File: config.mk
export PLATFORM = sky130hd
export DESIGN_NAME = uart_rx
export DESIGN_NICKNAME = d
export VERILOG_FILES = /design/src/rtl/uart_rx.sv
export SDC_FILE = /design/constraint.sdc
export NUM_CORES = 1
export LEC_CHECK = 0
export ABC_CLOCK_PERIOD_IN_PS = 3800
export BUFFER_PORTS_ARGS = -buffer_cell sky130_fd_sc_hd__buf_2
export CAP_MARGIN = 20
export CORE_ASPECT_RATIO = 2
export CORE_MARGIN = 2
export CORE_UTILIZATION = 62
export DETAILED_ROUTE_END_ITERATION = 10
export PLACE_DENSITY = 0.93
export SETUP_SLACK_MARGIN = 0.4
export SYNTH_ARGS = -nofsm -noshare
export SYNTH_HDL_FRONTEND = slang
export SYNTH_SLANG_ARGS = --single-unit
File: constraint.sdc
create_clock -name CLK -period 3.8 [get_ports CLK]
set_input_delay 0.57 -clock CLK [delete_from_list [all_inputs] [get_ports CLK]]
set_output_delay 0.57 -clock CLK [all_outputs]
set_load 0.005 [all_outputs]
File: src/rtl/uart_rx.sv
// UART receiver: oversampled start detection, 3-sample majority voting per bit,
// optional even/odd parity, single-cycle status pulses after the stop bit.
module uart_rx #(
    parameter int DATA_WIDTH = 8,
    parameter int PRESCALE   = 8
) (
    input  logic                  CLK,
    input  logic                  RST,
    input  logic                  RX_IN,
    input  logic                  PAR_EN,
    input  logic                  PAR_TYP,
    output logic [DATA_WIDTH-1:0] P_DATA,
    output logic                  DATA_VALID,
    output logic                  PAR_ERR,
    output logic                  STP_ERR
);

    localparam int EW = $clog2(PRESCALE);
    localparam int BW = (DATA_WIDTH > 1) ? $clog2(DATA_WIDTH) : 1;

    typedef enum logic [2:0] {IDLE, START, DATA, PARITY, STOP} state_t;

    state_t                state, next_state;
    logic [EW-1:0]         edge_cnt;
    logic [BW-1:0]         bit_cnt;
    logic                  s0, s1;
    logic [DATA_WIDTH-1:0] shreg;
    logic                  par_en_l, par_typ_l;
    logic                  par_bad, stp_bad;

    logic mid_early, mid, mid_late, last_edge, last_bit, sample_bit;

    assign mid_early  = (edge_cnt == EW'(PRESCALE/2 - 1));
    assign mid        = (edge_cnt == EW'(PRESCALE/2));
    assign mid_late   = (edge_cnt == EW'(PRESCALE/2 + 1));
    assign last_edge  = (edge_cnt == EW'(PRESCALE - 1));
    assign last_bit   = (bit_cnt == BW'(DATA_WIDTH - 1));
    // third sample is the live line value, voted against the two stored ones
    assign sample_bit = (s0 & s1) | (s0 & RX_IN) | (s1 & RX_IN);

    always_ff @(posedge CLK or posedge RST) begin
        if (RST) state <= IDLE;
        else     state <= next_state;
    end

    always_comb begin
        next_state = state;
        case (state)
            IDLE:    if (!RX_IN) next_state = START;
            START: begin
                if (mid_late && sample_bit) next_state = IDLE;
                else if (last_edge)         next_state = DATA;
            end
            DATA:    if (last_edge && last_bit) next_state = par_en_l ? PARITY : STOP;
            PARITY:  if (last_edge) next_state = STOP;
            STOP:    if (last_edge) next_state = IDLE;
            default: next_state = IDLE;
        endcase
    end

    always_ff @(posedge CLK or posedge RST) begin
        if (RST) begin
            edge_cnt   <= '0;
            bit_cnt    <= '0;
            s0         <= 1'b0;
            s1         <= 1'b0;
            shreg      <= '0;
            par_en_l   <= 1'b0;
            par_typ_l  <= 1'b0;
            par_bad    <= 1'b0;
            stp_bad    <= 1'b0;
            P_DATA     <= '0;
            DATA_VALID <= 1'b0;
            PAR_ERR    <= 1'b0;
            STP_ERR    <= 1'b0;
        end else begin
            DATA_VALID <= 1'b0;
            PAR_ERR    <= 1'b0;
            STP_ERR    <= 1'b0;

            if (state == IDLE) begin
                bit_cnt <= '0;
                // the detection cycle itself is edge 0 of the start bit
                if (!RX_IN) begin
                    edge_cnt  <= EW'(1);
                    par_en_l  <= PAR_EN;
                    par_typ_l <= PAR_TYP;
                    par_bad   <= 1'b0;
                    stp_bad   <= 1'b0;
                end else begin
                    edge_cnt  <= '0;
                end
            end else begin
                if (last_edge || next_state == IDLE) edge_cnt <= '0;
                else                                 edge_cnt <= edge_cnt + EW'(1);

                if (mid_early) s0 <= RX_IN;
                if (mid)       s1 <= RX_IN;

                case (state)
                    DATA: begin
                        if (mid_late)
                            shreg <= DATA_WIDTH'({sample_bit, shreg} >> 1);
                        if (last_edge)
                            bit_cnt <= last_bit ? '0 : bit_cnt + BW'(1);
                    end
                    PARITY: begin
                        if (mid_late)
                            par_bad <= (sample_bit != ((^shreg) ^ par_typ_l));
                    end
                    STOP: begin
                        if (mid_late) stp_bad <= ~sample_bit;
                        if (last_edge) begin
                            DATA_VALID <= ~par_bad & ~stp_bad;
                            PAR_ERR    <= par_bad;
                            STP_ERR    <= stp_bad;
                            if (!par_bad && !stp_bad) P_DATA <= shreg;
                        end
                    end
                    default: ;
                endcase
            end
        end
    end

endmodule

==> summary.txt, run 1 <==
Run status
  • Status: completed

Timing
  • Clock skew: about 0.0045 ns
  • Slew at the pin with the worst max-slew slack: roughly 0.59 ns
  • Fin crit share: between 50% and 60%
  • FMAX: 526.2 MHz
  • Final setup TNS: 0 ns
  • Minimum clock period: ~1.9 ns
  • Fin. max-slew vios: 0
  • Hold_ws: around 0.26 ns
  • RSZ-0062 raised after global routing: no
  • Hold Fails Final Rpt: 0
  • Rel. slew slack: 60.25%
  • # setup viols final: 0

Detailed routing
  • Via density per instance: 5.995
  • Starting DRT DRC Count: 20
  • Routed wire length: 3278 um
  • Vias: about 1100
  • 1st-pass router iterations: 4
  • Drt drc: 0
  • Final antenna-violating net count: 0
  • Wirelength per Cell: approximately 17 um

Worst setup path
  • CP arrival: about 2.1 ns
  • Crit-path cells: ha_1 -> ha_1 -> nand3b_1 -> o211ai_1 -> o211ai_1 -> o21ai_0
  • Critical path required time: 3.99 ns
  • Slowest CP cell: dfrtp_1
  • Worst R2R Setup Slack: between 1.5 and 2 ns
  • Critical path startpoint: edge_cnt[0]
  • Setup crit end kind: flip-flop
  • Top Family by Delay on Critical Path: compound AO/OA/AOI/OAI gates
  • Bufs and invs on worst path: 0
  • Largest fanout on the critical path: 10
  • Crit-path max cell delay: slightly above 0.4 ns
  • CP Class: reg -> reg
  • FF-to-FF Start: edge_cnt[0]
  • Worst setup SP type: flip-flop

Clock network
  • Hold buffers post-CTS: 0
  • CTS max path bufs: 2
  • # resized after CTS: 0
  • CTS H-tree depth: 2
  • CTS sink count: 34
  • TritonCTS buffer count: 5
  • Clock Latency Late Sink: 0.28 ns
  • Clock root buffer: clkbuf_8
  • Setup bufs post-CTS: 0
  • CTS tree: yes
  • Clock transition at the registers of the reported paths: around 0.06 ns

GRT
  • Number of global-route vias before repair: 1215
  • Largest net degree at the start of global routing: 25
  • Initial antenna violation count: 0
  • Gr usage total: between 20% and 30%
  • Total gr overflow: 0
  • First-pass GRT wire length: around 5500 um

Yosys
  • Synth unique cells: 41
  • Number of synthesized flops with an enable pin: 0
  • Ys async rst share: 100.0%
  • Yosys top cell by area: dfrtp_1
  • Cells after Synth: ~140
  • Synth top area share: slightly below 50%
  • Net Count, Synth: 155
  • Dominant register cell in the synthesized netlist: dfrtp_1
  • Synth top area cells: dfrtp_1 49%, mux2_2 7.7%, mux2_4 6.9%, ha_1 5.7%, xnor2_1 3.0%
  • Synth warn: 0
  • Syn_area_per_cell: around 12 um2
  • Post-synthesis cell area: around 1700 um2
  • Register bit total from synthesis: 34
  • Post-synthesis sequential area ratio: about 49%

Die
  • Starting Density: about 65%
  • Chip width: just over 40 um
  • IO Count: 16
  • Core Rows: 27
  • Overall die area: between 3000 and 4000 um2
  • Core region area: approximately 2700 um2
  • Die Y: just under 80 um

Pwr
  • Leak: about 0.99 nW
  • PD cells: roughly 570 nW/um2
  • Peak supply drop: approximately 0.00040 V

Finish
  • Multi-input gate area: 830.8 um2
  • Nets@finish: ~170
  • Register area: 850.8 um2
  • ANT cells: 0
  • Fill cells: 188
  • Layout cells sized above 1: 32.10%
  • Util after Layout: between 70% and 80%
  • Area delta synth->final: 11.74%

Flow run
  • Max Cap Viol: 0

Placed design
  • DP HPWL: around 2500 um
  • GPL Wtd Cong: 0.8959
  • IO buf count: 15

Hold path
  • Hold crit path type: in -> async
## area by class of cell
type / count / area share, %
clock buffer: 7 / 4.420
multi-input combinational: 95 / 42.54
sequential: 34 / 43.56
inverter: 7 / 1.345
clock inverter: 1 / 0.2562
timing repair buffer: 18 / 6.022
tap: 29 / 1.858
## cell usage in the layout, fill, tap and decap left out, types with 2 or more instances in the layout
cell / synthesis / routed
nand2_1: 6 / 6
nor3_2: 2 / 2
clkbuf_8: 0 / 6
nand2b_1: 3 / 3
o21ai_0: 5 / 5
nand3b_1: 2 / 2
inv_1: 7 / 7
a21oi_1: 5 / 5
nor2_1: 7 / 7
xnor2_1: 6 / 6
a31oi_1: 2 / 2
dfrtp_1: 34 / 34
o211ai_1: 3 / 3
buf_4: 0 / 2
and3_1: 4 / 4
ha_1: 8 / 8
mux2_4: 8 / 8
mux2_2: 12 / 12
buf_2: 2 / 15
## cells by family after synthesis
logic type / after synthesis / synth area share [%]
buf+inv: 13 / 3.794
simple gates: 34 / 12.67
xor+xnor: 8 / 4.796
mux: 21 / 15.18
compound gates: 23 / 8.519
fa+ha+maj: 9 / 6.371
flops: 34 / 48.68
## sequential cells by signal, indices dropped and copies added (netlist names), 3 cells and up
| signal | flops |
|---|---|
| bit_cnt | 3 |
| shreg | 8 |
| state | 3 |
| edge_cnt | 3 |
| P_DATA | 8 |
## synthesized netlist by cell type (3+ instances only)
master / n
dfrtp_1: 34
mux2_2: 12
ha_1: 8
mux2_4: 8
inv_1: 7
nor2_1: 7
nand2_1: 6
xnor2_1: 6
a21oi_1: 5
o21ai_0: 5
and3_1: 4
nand2b_1: 3
o211ai_1: 3
## routing by layer
layer  wire length [um]  track usage, %  part of all wire [%]  up-vias
li1                   -               -                     -      535
met5                  0               0                     0        -
met2               1892           42.81                    58       29
met4                144           15.16                   4.4        0
met1               1152           21.54                    35      569
met3                 89           4.773                   2.7       12
## where the power goes
group | internal (mW) | switching, mW | total, mW
combinational | 0.158 | 0.178 | 0.336
sequential | 0.425 | 0.0782 | 0.503
clock | 0.146 | 0.122 | 0.268
## path summary, 6_finish.rpt
kind                          endpoint  cells past startpoint
setup / recovery           edge_cnt[0]                      6
hold / removal                par_en_l                      2
setup reg to reg           edge_cnt[0]                      6
hold reg to reg             bit_cnt[2]                      2
max in group asynchronous      par_bad                      4
min in group CLK            bit_cnt[2]                      2
## metrics by stage
step	setup WS, ns	power, mW	cell area [um2]	cells
final	1.900	1.107	1953	191
after global routing	1.673	1.182	1953	191
after CTS	1.890	1.115	1953	191
after detailed placement	1.917	0.8435	1862	183
after global placement	2.003	0.8140	1834	182
after floorplan	2.140	0.7787	1748	142
Note: power is estimated with default switching activity, not from simulation.
==> run 2, diff against run 1 <==
--- a/config.mk
+++ b/config.mk
@@ -5,14 +5,14 @@
 export SDC_FILE = /design/constraint.sdc
 export NUM_CORES = 1
 export LEC_CHECK = 0
-export ABC_CLOCK_PERIOD_IN_PS = 3800
+export ABC_CLOCK_PERIOD_IN_PS = 1650
 export BUFFER_PORTS_ARGS = -buffer_cell sky130_fd_sc_hd__buf_2
 export CAP_MARGIN = 20
 export CORE_ASPECT_RATIO = 2
 export CORE_MARGIN = 2
-export CORE_UTILIZATION = 62
+export CORE_UTILIZATION = 52
 export DETAILED_ROUTE_END_ITERATION = 10
-export PLACE_DENSITY = 0.93
+export PLACE_DENSITY = 0.84
 export SETUP_SLACK_MARGIN = 0.4
 export SYNTH_ARGS = -nofsm -noshare
 export SYNTH_HDL_FRONTEND = slang
==> constraint.sdc (replaced) <==
create_clock -name CLK -period 1.65 [get_ports CLK]
set_input_delay 0.2475 -clock CLK [delete_from_list [all_inputs] [get_ports CLK]]
set_output_delay 0.2475 -clock CLK [all_outputs]
set_load 0.005 [all_outputs]
==> run 2 against run 1 <==
  * First-iteration DRC count increased to 3.0 times the previous value
  * Worst setup slack worse by 1.8 ns
  * Clock-buffer cell count did not move
==> summary.txt, run 2 (synthesized netlist as in run 1, its figures left out) <==
Run status
  • Status: completed

Die
  • Chip width: ~45 um
  • Core Rows: 29
  • IO Count: 16
  • Starting Density: between 50% and 60%
  • Core region area: 3193 um2
  • Die Y: 85.99 um
  • Overall die area: around 3900 um2

Pwr
  • Peak supply drop: 0.001057 V
  • PD cells: 1381 nW/um2
  • Int Power: 2.104 mW
  • Sw Pwr: 1.199 mW
  • Comb pwr share: a little under half
  • Switching Share: between 30% and 40%
  • Overall power: 3.303 mW
  • Leak: ~1.2 nW
  • Share of power burned in the clock network: 19.4%
  • Part of the power in registers: 34.3%

Worst setup path
  • Bufs and invs on worst path: 0
  • Top Family by Delay on Critical Path: adder cells
  • CP Class: reg -> reg
  • FF-to-FF Start: edge_cnt[1]
  • Setup crit end kind: flip-flop
  • Worst R2R Setup Slack: ~0.11 ns
  • Crit-path cells: ha_4 -> ha_2 -> nand3_4 -> mux2_4
  • Critical path required time: approximately 1.8 ns
  • Worst path depth: 4
  • CP arrival: 1.71 ns
  • Worst setup SP type: flip-flop
  • Largest fanout on the critical path: 8
  • Crit-path max cell delay: 0.41 ns
  • Critical path startpoint: edge_cnt[1]
  • Slowest CP cell: dfrtp_1
  • CP Capture Point: P_DATA[6]
  • R2r endpoint: P_DATA[6]
  • Reg2Reg Depth: 4

Placed design
  • Area post-placement: approximately 1900 um2
  • IO buf count: 15
  • DP HPWL: roughly 2600 um
  • GPL Wtd Cong: 0.8982

Clock network
  • Clock transition at the registers of the reported paths: 0.07 ns
  • CTS H-tree depth: 2
  • CTS sink count: 34
  • CTS max path bufs: 2
  • Clock root buffer: clkbuf_8
  • Clock Latency Late Sink: ~0.29 ns
  • CTS tree: yes
  • TritonCTS buffer count: 5

Finish
  • Most frequent cells in the layout: 32 x dfrtp_1, 19 x buf_4, 18 x mux2_4
  • ANT cells: 0
  • Area delta synth->final: 36.86%
  • Nets@finish: approximately 200
  • Fill cells: 188
  • Biggest regs: P_DATA: 8 flops, shreg: 8 flops
  • Register area: approximately 850 um2
  • Commonest non-fill, non-tap cell in the layout: dfrtp_1
  • Final non-filler cell area: about 2400 um2
  • Layout cells sized above 1: 55.68%
  • Multi-input gate area: 1076 um2

Timing
  • Rel. slew slack: 76.17%
  • Fin. max-slew vios: 0
  • FMAX: 649.7 MHz
  • Hold Fails Final Rpt: 0
  • Clock skew: between 0.006 and 0.007 ns
  • RSZ-0062 raised after global routing: yes
  • Fin crit share: slightly above 90%
  • Slew at the pin with the worst max-slew slack: about 0.36 ns
  • Minimum clock period: 1.539 ns
  • # setup viols final: 0

Flow run
  • Max Cap Viol: 0

Hold path
  • Hold Path Stages: 2
  • Hold crit path type: in -> reg

GRT
  • Gr usage total: 23.40%
  • Initial antenna violation count: 0
  • Total gr overflow: 0
  • Number of global-route vias before repair: ~1400
  • First-pass GRT wire length: ~6500 um
  • Largest net degree at the start of global routing: 29

Detailed routing
  • 1st-pass router iterations: 5
  • Wirelength per Cell: roughly 20 um
  • Via density per instance: about 6
  • Final antenna-violating net count: 0
  • Starting DRT DRC Count: 60
  • Vias: 1292
  • Drt drc: 0
  • Routed wire length: ~4200 um
==> run 2: routing by layer <==
metal	wire length (um)	up-vias	GRT usage [%]
li1	-	582	-
met5	0	-	0
met4	185	0	13.64
met1	1484	643	23.26
met2	2382	50	41.30
met3	171	17	5.474
==> run 2: worst reg2reg max path, delay by kind of cell (launching register included) <==
kind	cells	cell delay, ns
flops	1	0.41
simple gates	1	0.21
mux	1	0.34
fa+ha+maj	2	0.47
==> run 2: worst min-delay path by stage <==
| stage | end | from | slack [ns] |
|---|---|---|---|
| 2_1_floorplan | DATA_VALID | RST | 0.39 |
| 3_3_place_gp | PAR_ERR | RST | 0.16 |
| 3_5_place_dp | DATA_VALID | RST | 0.17 |
| 4_1_cts | par_typ_l | PAR_TYP | 0.18 |
| 5_1_grt | par_en_l | PAR_EN | 0.20 |
| 6_report | par_en_l | PAR_EN | 0.19 |
==> run 2: power groups by stage <==
stage | clock, mW | combinational (mW) | sequential, mW
after floorplan | 0 | 0.771 | 1.10
after global placement | 0 | 0.879 | 1.11
after detailed placement | 0 | 0.924 | 1.13
after CTS | 0.649 | 1.26 | 1.12
after global routing | 0.682 | 1.64 | 1.15
final | 0.640 | 1.53 | 1.13
==> run 2: timing repair <==
item | CTS | global route
hold buffers | 1 | 0
pin swaps | 16 | 13
setup endpoints to repair | 31 | 33
gates cloned | 0 | 0
buffers inserted | 13 | 6
endpoints found under the hold margin | 6 | 0
gates resized for setup | 32 | 20
==> run 2: final cells by class <==
class | count | area share [%]
Clock buffer | 7 | 3.609
Clock inverter | 1 | 0.2092
Inverter | 7 | 1.203
Multi-Input combinational cell | 95 | 44.98
Sequential cell | 34 | 35.67
Tap cell | 31 | 1.621
Timing Repair Buffer | 41 | 12.71
==> run 2: stage by stage <==
step / instances / TNS [ns] / worst slack [ns] / hold WS, ns / utilization (%)
after floorplan: 142 / 0 / 0.1287 / 0.3891 / -
after global placement: 188 / 0 / 0.07620 / 0.1625 / 59.84
after detailed placement: 188 / -0.2130 / -0.03752 / 0.1731 / 59.84
after CTS: 210 / 0 / 0.09642 / 0.1846 / 70.96
after global routing: 216 / 0 / 0.02977 / 0.1968 / 74.92
final: 216 / 0 / 0.1108 / 0.1901 / 74.92
==> run 3, diff against run 2 <==
--- a/config.mk
+++ b/config.mk
@@ -11,9 +11,10 @@
 export CORE_ASPECT_RATIO = 2
 export CORE_MARGIN = 2
 export CORE_UTILIZATION = 52
+export CTS_CLUSTER_SIZE = 12
 export DETAILED_ROUTE_END_ITERATION = 10
 export PLACE_DENSITY = 0.84
-export SETUP_SLACK_MARGIN = 0.4
+export SETUP_SLACK_MARGIN = 0.02
 export SYNTH_ARGS = -nofsm -noshare
 export SYNTH_HDL_FRONTEND = slang
 export SYNTH_SLANG_ARGS = --single-unit
==> run 3 against run 2 <==
  * Final area down 13%
  * Utilization down 9.6 points
  * Maximum frequency down 3.0%
  * First-iteration DRC count down 43%
  * Sequential share of layout area up 5.1 points
  * Clock power down 2%
  * Worst setup slack worse by 0.047 ns
  * Critical path depth up 2
  * Clock-buffer cell count unchanged
  * Via count down 6.1%
  * Largest cell class unchanged
==> summary.txt, run 3 (synthesized netlist as in run 1, its figures left out) <==
Finish
  • Area delta synth->final: 19.26%
  • Fill cells: around 240
  • Layout cells sized above 1: approximately two fifths
  • ANT cells: 0
  • Most frequent cells in the layout: 34 x dfrtp_1, 15 x buf_2, 12 x mux2_2, 12 x buf_4, 8 x mux2_4
  • Nets@finish: 184
  • Commonest non-fill, non-tap cell in the layout: dfrtp_1
  • Biggest regs: P_DATA: 8 flops, shreg: 8 flops
  • Multi-input gate area: ~900 um2
  • Register area: between 800 and 900 um2

Pwr
  • Comb pwr share: approximately 39%
  • Part of the power in registers: between 30% and 40%
  • Overall power: about 2.8 mW
  • Share of power burned in the clock network: about 22%
  • Sw Pwr: ~1.0 mW
  • PD cells: 1363 nW/um2
  • Switching Share: between 30% and 40%
  • Leak: 1.039 nW
  • Peak supply drop: approximately 0.00078 V
  • Int Power: 1.841 mW

Detailed routing
  • Vias: about 1200
  • 1st-pass router iterations: 4
  • Detail Route met2 WL: just over 2000 um
  • Met1 Wirelength: ~1300 um
  • Met3 wire length: roughly 120 um
  • Via density per instance: around 6
  • Final antenna-violating net count: 0
  • Drt drc: 0
  • Starting DRT DRC Count: 34
  • Max layer used: met4
  • Wirelength per Cell: approximately 17 um
  • Routed wire length: between 3000 and 4000 um

Clock network
  • Hold buffers post-CTS: 0
  • CTS tree: yes
  • Clock root buffer: clkbuf_8
  • CTS sink count: 34
  • CTS max path bufs: 2
  • CTS H-tree depth: 2
  • Clock Latency Late Sink: around 0.29 ns
  • TritonCTS buffer count: 5
  • Clock transition at the registers of the reported paths: roughly 0.070 ns

Worst setup path
  • Reg2Reg Depth: 6
  • Setup crit end kind: flip-flop
  • CP arrival: 1.76 ns
  • CP Class: reg -> reg
  • Slowest CP cell: dfrtp_1
  • Critical path required time: ~1.8 ns
  • Worst setup SP type: flip-flop
  • FF-to-FF Start: edge_cnt[0]
  • Crit-path max cell delay: about 0.42 ns
  • Worst R2R Setup Slack: 0.06 ns
  • R2r endpoint: shreg[3]
  • Largest fanout on the critical path: 8
  • Crit-path cells: buf_4 -> ha_4 -> nand2_2 -> nor3_4 -> buf_6 -> mux2_2

Timing
  • Hold Fails Final Rpt: 0
  • RSZ-0062 raised after global routing: yes
  • FMAX: between 600 and 700 MHz
  • Clock skew: ~0.0065 ns
  • Rel. slew slack: 71.85%
  • # setup viols final: 0
  • Fin. max-slew vios: 0
  • Minimum clock period: approximately 1.6 ns
  • Fin crit share: slightly below 100%
  • Slew at the pin with the worst max-slew slack: roughly 0.42 ns
  • Final setup TNS: 0 ns
  • Hold_ws: between 0.04 and 0.05 ns

Die
  • Overall die area: between 3000 and 4000 um2
  • IO Count: 16
  • Die Y: ~86 um
  • Chip width: around 45 um
  • Core region area: 3193 um2
  • Core Rows: 29
  • Starting Density: around 55%

Flow run
  • Max Cap Viol: 0

GRT
  • Number of global-route vias before repair: 1260
  • First-pass GRT wire length: around 6000 um
  • Initial antenna violation count: 0
  • Total gr overflow: 0
  • Gr usage total: between 20% and 30%
  • Largest net degree at the start of global routing: 35

Placed design
  • DP HPWL: 2616 um
  • GPL Wtd Cong: between 0.8 and 0.9
  • IO buf count: 15

Run status
  • Status: completed

Hold path
  • Hold crit path type: in -> async
## run 3: changes by cell type in the layout (fill, tap and decap cells not counted), sizes merged
cell,before,now
buf,40,28
dlygate4sd3,1,0
## run 3: worst max path at each step
stage,start,to,slack (ns)
after floorplan,edge_cnt[1],shreg[0],0.03
after global placement,edge_cnt[0],edge_cnt[1],0.05
after detailed placement,edge_cnt[0],shreg[3],-0.04
after CTS,edge_cnt[0],edge_cnt[0],0.01
after global routing,edge_cnt[0],shreg[5],-0.008
final,edge_cnt[0],shreg[3],0.06
## run 3: through the flow
stage                     instance area (um2)  utilization (%)  std cells  setup WS (ns)
after floorplan                          1749                -        142        0.02774
after global placement                   1882            58.93        190        0.04593
after detailed placement                 1882            58.93        190       -0.04316
after CTS                                1994            62.46        199       0.009684
after global routing                     2085            65.28        203      -0.008288
final                                    2085            65.28        203        0.06358
## run 3: repair_timing
action / in CTS / in global routing
gates cloned: 0 / 0
setup buffers: 1 / 4
resized for setup: 4 / 13
pin swaps: 0 / 6
setup endpoints to repair: 13 / 21
## run 3: routing by layer
layer	vias up	global-route usage [%]
met5	-	0
met2	37	38.44
met1	610	21.02
met3	12	3.789
li1	554	-
met4	0	9.091
## run 3: final cells by class
type                            count  area share, %
Inverter                            7          1.261
Sequential cell                    34          40.82
Multi-Input combinational cell     95          43.22
Clock buffer                        7          4.142
Timing Repair Buffer               28          8.463
Tap cell                           31          1.861
Clock inverter                      1         0.2401
## run 3: worst max-delay path, delay by kind of cell, from the launching register on
family / cells / cell delay, ns
and+or+nand+nor: 2 / 0.24
muxes: 1 / 0.35
adders and majority gates: 1 / 0.14
buffers and inverters: 2 / 0.32
DFF: 1 / 0.42
## run 3: power by group through the flow
stage,Clock [mW],Sequential [mW],Combinational (mW)
after floorplan,0,1.08,0.714
after global placement,0,1.10,0.839
after detailed placement,0,1.11,0.909
after CTS,0.630,1.09,0.953
after global routing,0.659,1.13,1.22
final,0.625,1.11,1.10
